===== src/rtl/coffee_vend_ctrl.sv =====
// Coffee vending controller: coin credit accumulation, brew req/ack sequencing
// with timeout, and change/refund paid out as alternate-cycle 5-cent pulses.
module coffee_vend_ctrl #(
    parameter int PRICE_UNITS = 3,
    parameter int CREDIT_W    = 5,
    parameter int TIMEOUT_CYC = 1000
) (
    input  logic                clk,
    input  logic                reset,
    input  logic [1:0]          coins,
    input  logic                cancel,
    input  logic                brew_ack,
    output logic                coin_accept,
    output logic                coin_reject,
    output logic                brew_req,
    output logic                change_pulse,
    output logic                vend_done,
    output logic                fault,
    output logic [CREDIT_W-1:0] credit,
    output logic [1:0]          dbg_state
);

    localparam logic [1:0] ST_IDLE    = 2'd0;
    localparam logic [1:0] ST_COLLECT = 2'd1;
    localparam logic [1:0] ST_BREW    = 2'd2;
    localparam logic [1:0] ST_CHANGE  = 2'd3;

    localparam int TMR_W = (TIMEOUT_CYC > 1) ? $clog2(TIMEOUT_CYC + 1) : 1;
    localparam logic [TMR_W-1:0]    TMR_LAST = TMR_W'(TIMEOUT_CYC - 1);
    localparam logic [CREDIT_W-1:0] PRICE    = CREDIT_W'(PRICE_UNITS);

    logic [1:0]          state, state_n;
    logic [TMR_W-1:0]    timer, timer_n;
    logic [CREDIT_W-1:0] credit_n, coin_add, sum, after_vend;
    logic                coin_valid;
    logic                brew_req_n, change_n, vend_n, fault_n, reject_n;

    assign dbg_state = state;

    always_comb begin
        coin_valid = (coins == 2'b10) || (coins == 2'b01);
        coin_add   = (coins == 2'b10) ? CREDIT_W'(1) :
                     (coins == 2'b01) ? CREDIT_W'(2) : '0;
        sum        = credit + coin_add;
        after_vend = credit - PRICE;

        state_n    = state;
        credit_n   = credit;
        timer_n    = timer;
        brew_req_n = brew_req;
        change_n   = 1'b0;
        vend_n     = 1'b0;
        fault_n    = 1'b0;
        reject_n   = (coins == 2'b11);

        case (state)
            ST_IDLE, ST_COLLECT: begin
                // Price check on the updated credit: a paying coin beats cancel.
                if (sum >= PRICE) begin
                    state_n    = ST_BREW;
                    credit_n   = sum;
                    brew_req_n = 1'b1;
                    timer_n    = '0;
                end else if (sum != '0) begin
                    credit_n = sum;
                    state_n  = cancel ? ST_CHANGE : ST_COLLECT;
                end else begin
                    state_n = ST_IDLE;
                end
            end
            // brew_req is held high until brew_ack is sampled high; the
            // request completes on that edge and ack is ignored otherwise.
            ST_BREW: begin
                reject_n = reject_n | coin_valid;
                if (brew_ack) begin
                    brew_req_n = 1'b0;
                    vend_n     = 1'b1;
                    credit_n   = after_vend;
                    state_n    = (after_vend != '0) ? ST_CHANGE : ST_IDLE;
                end else if (timer == TMR_LAST) begin
                    brew_req_n = 1'b0;
                    fault_n    = 1'b1;
                    state_n    = ST_CHANGE;
                end else begin
                    timer_n = timer + 1'b1;
                end
            end
            default: begin
                // Pulse one cycle, rest one cycle; leave after the last rest.
                reject_n = reject_n | coin_valid;
                if (change_pulse) begin
                    if (credit == '0) state_n = ST_IDLE;
                end else if (credit != '0) begin
                    change_n = 1'b1;
                    credit_n = credit - 1'b1;
                end else begin
                    state_n = ST_IDLE;
                end
            end
        endcase
    end

    always_ff @(posedge clk) begin
        if (reset) begin
            state        <= ST_IDLE;
            credit       <= '0;
            timer        <= '0;
            coin_accept  <= 1'b1;
            coin_reject  <= 1'b0;
            brew_req     <= 1'b0;
            change_pulse <= 1'b0;
            vend_done    <= 1'b0;
            fault        <= 1'b0;
        end else begin
            state        <= state_n;
            credit       <= credit_n;
            timer        <= timer_n;
            coin_accept  <= (state_n == ST_IDLE) || (state_n == ST_COLLECT);
            coin_reject  <= reject_n;
            brew_req     <= brew_req_n;
            change_pulse <= change_n;
            vend_done    <= vend_n;
            fault        <= fault_n;
        end
    end

endmodule


===== config.mk =====
export PLATFORM = sky130hd
export DESIGN_NAME = coffee_vend_ctrl
export DESIGN_NICKNAME = d
export VERILOG_FILES = /design/src/rtl/coffee_vend_ctrl.sv
export SDC_FILE = /design/constraint.sdc
export NUM_CORES = 1
export LEC_CHECK = 0
export ABC_AREA = 0
export BUFFER_PORTS_ARGS = -buffer_cell sky130_fd_sc_hd__buf_2
export CAP_MARGIN = 20
export CORE_MARGIN = 2
export CORE_UTILIZATION = 60
export DETAILED_ROUTE_END_ITERATION = 10
export PLACE_DENSITY = 0.94
export SKIP_CTS_REPAIR_TIMING = 1
export SYNTH_ARGS = -nofsm -noshare
export SYNTH_HDL_FRONTEND = slang
export SYNTH_SLANG_ARGS = --single-unit

===== constraint.sdc =====
create_clock -name clk -period 5.4 [get_ports clk]
set_input_delay 0.27 -clock clk [delete_from_list [all_inputs] [get_ports clk]]
set_output_delay 0.27 -clock clk [all_outputs]
set_load 0.05 [all_outputs]

==> results.yml <==
cells_and_area:
  net_count_reported_at_finish: 184
  layout_commonest_cell: "dfxtp_1"
  nFillCells: 180
  final-instance-count-excl-fill: 198
  drive_gt1_share_pct: 19.4
  finish.instance_area_mm2: 0.00145
  insertedDiodeCount: 0
  core_utilization_of_the_finished_layout_pct: 67.6
  layout_common_cells: "dfxtp_1 (23), nor2_1 (20), buf_2 (18), nand2_1 (10)"
  flow.area_growth_from_synthesis_pct: 9.74
global_route:
  grt_antenna_before_repair: 0
  overall_track_demand_over_capacity_in_global_routing_pct: 23.6
  grt_pass1_wl_mm: 4.73
  grt.overflow.total: 0
  first_global_vias: 1079
  grt_start_max_net_pins: 20
logic_synthesis:
  ys.flop_type: "dfxtp_1"
  synth_area_per_cell_um2: 8.65
  netlist_area_mm2: 0.00132
  synth-seq-area-share_pct: 34.8
  number_of_cells_produced_by_synthesis: 153
  net_count_after_synthesis: 166
  synth.yosys.warnings: 0
  async_flop_share_pct: 0
  post_synth_edffs: 0
  yosys_register_bits: 23
  yosys.cell_types.count: 43
floorplan:
  die_width_um: 51.0
  start_util_pct: 61.6
  io_pins: 19
  design.core.area_mm2: 0.00215
  design.die.area_mm2: 0.00260
  placementRows: 17
  dieHeight_um: 51.0
clock_tree:
  cts.root.buffer_cell: "clkbuf_4"
  htree_levels: 1
  cts_buffers: 3
  clock_insertion_delay_worst_skew_ns: 0.30
  maximum_buffer_depth_of_the_clock_tree: 2
  path_clk_slew_ns: 0.12
  cts_tree: "yes"
  cts_num_sinks: 23
timing:
  worst_slew_margin_rel_pct: 60.0
  timing.fmax_mhz: 426
  final.period_utilization_pct: 43.5
  worst-slew-pin-transition_ns: 0.599
  fin_hold_ws_ns: 0.239
  finalHoldViolCount: 0
  timing.final.setup_violations: 0
  finalClockSkew_ns: 0.00362
  grt_setup_unrepaired: "false"
  timing.final.crit_period_ns: 2.35
  finalSetupTns_ns: 0
  timing.final.max_slew_violations: 0
pwr:
  power.leakage_nw: 0.567
  vdd_ir_drop_max_v: 0.000457
  power.density_cell_area_mw_per_mm2: 611
critical_path:
  critPathSlowestCell: "fa_1"
  critical_path.startpoint_type: "register"
  crit_path_end_kind: "register"
  crit_buf_inv: 0
  worst-endpoint-required_ns: 5.62
  timing.setup.critical_path_class: "register to register"
  cp_top_family: "compound AO/OA/AOI/OAI gates"
  cp_cell_sequence: "ha_1 -> fa_1 -> o21ba_2 -> a22oi_1 -> a31o_2 -> nand2_1 -> o32ai_1"
  crit_path_arrival_time_ns: 2.57
  max_stage_delay_ns: 0.44
  highest_fanout_seen_on_the_critical_path: 10
worst_hold_path:
  hold_path_class: "primary input to register"
place:
  detailedPlacementHpwl_mm: 2.01
  io_buffers: 18
  place_area_mm2: 0.00143
  placedCellCount: 194
  finalWeightedCongestion: 0.945
drt:
  vias: 1167
  dr_wl_cell_um: 13.8
  drt_iter0_markers: 32
  route.final.wire_length_mm: 2.73
  vias_per_cell: 5.89
  postRouteAntennaNets: 0
  detailedRoute.firstPassIterationCount: 4
  remaining_drc_errors: 0
job:
  max_cap_viol_count: 0
status:
  outcome: "completed"
==> state kept, by name, indices dropped and copies added, names as in the netlist <==
| signal | flops |
|---|---|
| brew_req | 1 |
| change_pulse | 1 |
| coin_accept | 1 |
| coin_reject | 1 |
| credit | 5 |
| dbg_state | 2 |
| fault | 1 |
| timer | 10 |
| vend_done | 1 |
==> metrics by stage <==
stage / power [mW] / setup slack (ns)
3_3_place_gp: 0.788 / 3.12
4_1_cts: 0.890 / 3.07
5_1_grt: 0.956 / 2.94
2_1_floorplan: 0.709 / 3.01
3_5_place_dp: 0.811 / 3.06
6_report: 0.888 / 3.05
==> kinds of logic (layout without fill, tap and decap cells) <==
family	count (synthesis)	after routing	share of synthesized area (%)
AO/OA/AOI/OAI	35	35	21.1
XOR/XNOR	11	11	7.28
adder cells (fa/ha/maj)	9	9	8.70
buffers and inverters	13	30	4.06
flip-flops	23	23	34.8
AND/OR/NAND/NOR	62	62	24.1
==> area by class of cell <==
class	count	area, µm²	share of cell area [%]
clock inverter	1	5.00	0.345
sequential	23	460	31.7
multi-input combinational	117	810	55.7
timing repair buffer	18	90.1	6.20
tap	28	35.0	2.41
inverter	8	30.0	2.07
clock buffer	3	22.5	1.55
==> path summary, 6_finish.rpt <==
check | cells past startpoint | slack, ns | endpoint | startpoint
worst max-delay path | 7 | 3.05 | timer[1] | credit[0]
worst min-delay path | 3 | 0.24 | coin_reject | coins[0]
worst max register to register | 7 | 3.05 | timer[1] | credit[0]
worst min register to register | 1 | 0.48 | change_pulse | change_pulse
==> worst min-delay path: stages <==
cell,delay (ns)
buf_2,0.12
nand2_1,0.06
a21oi_1,0.06
==> report_power, final <==
group	total [mW]	switching [mW]	internal, mW
combinational	0.527	0.322	0.205
sequential	0.283	0.0766	0.207
clock	0.0779	0.0503	0.0276
==> cells in the mapped netlist, types with 2 or more instances <==
cell type	count	area, µm²
a21oi_2	3	26.3
o32ai_1	2	17.5
xnor2_1	8	70.1
clkbuf_1	3	11.3
or3_1	4	25.0
a31o_2	2	17.5
nand3_1	7	35.0
xor2_1	3	26.3
nor2b_1	4	25.0
nor2_1	20	75.1
nand2_1	10	37.5
o21ai_0	3	15.0
o21ai_1	5	25.0
ha_1	6	75.1
nand2b_1	4	25.0
nor3_1	2	10.0
dfxtp_1	23	460
inv_1	8	30.0
nor3b_1	2	15.0
and3_1	3	18.8
a21oi_1	6	30.0
maj3_1	2	20.0
o32a_1	2	20.0
a21o_1	2	15.0
==> routing by layer <==
metal  routed length [µm]  track usage, %  vias to the layer above
met5                    0               0                        -
met4                   17            8.11                        0
met3                  154            3.80                        2
met2                 1340            41.6                       36
met1                 1210            29.0                      550
li1                     -               -                      579
(Power assumes the default switching activity.)
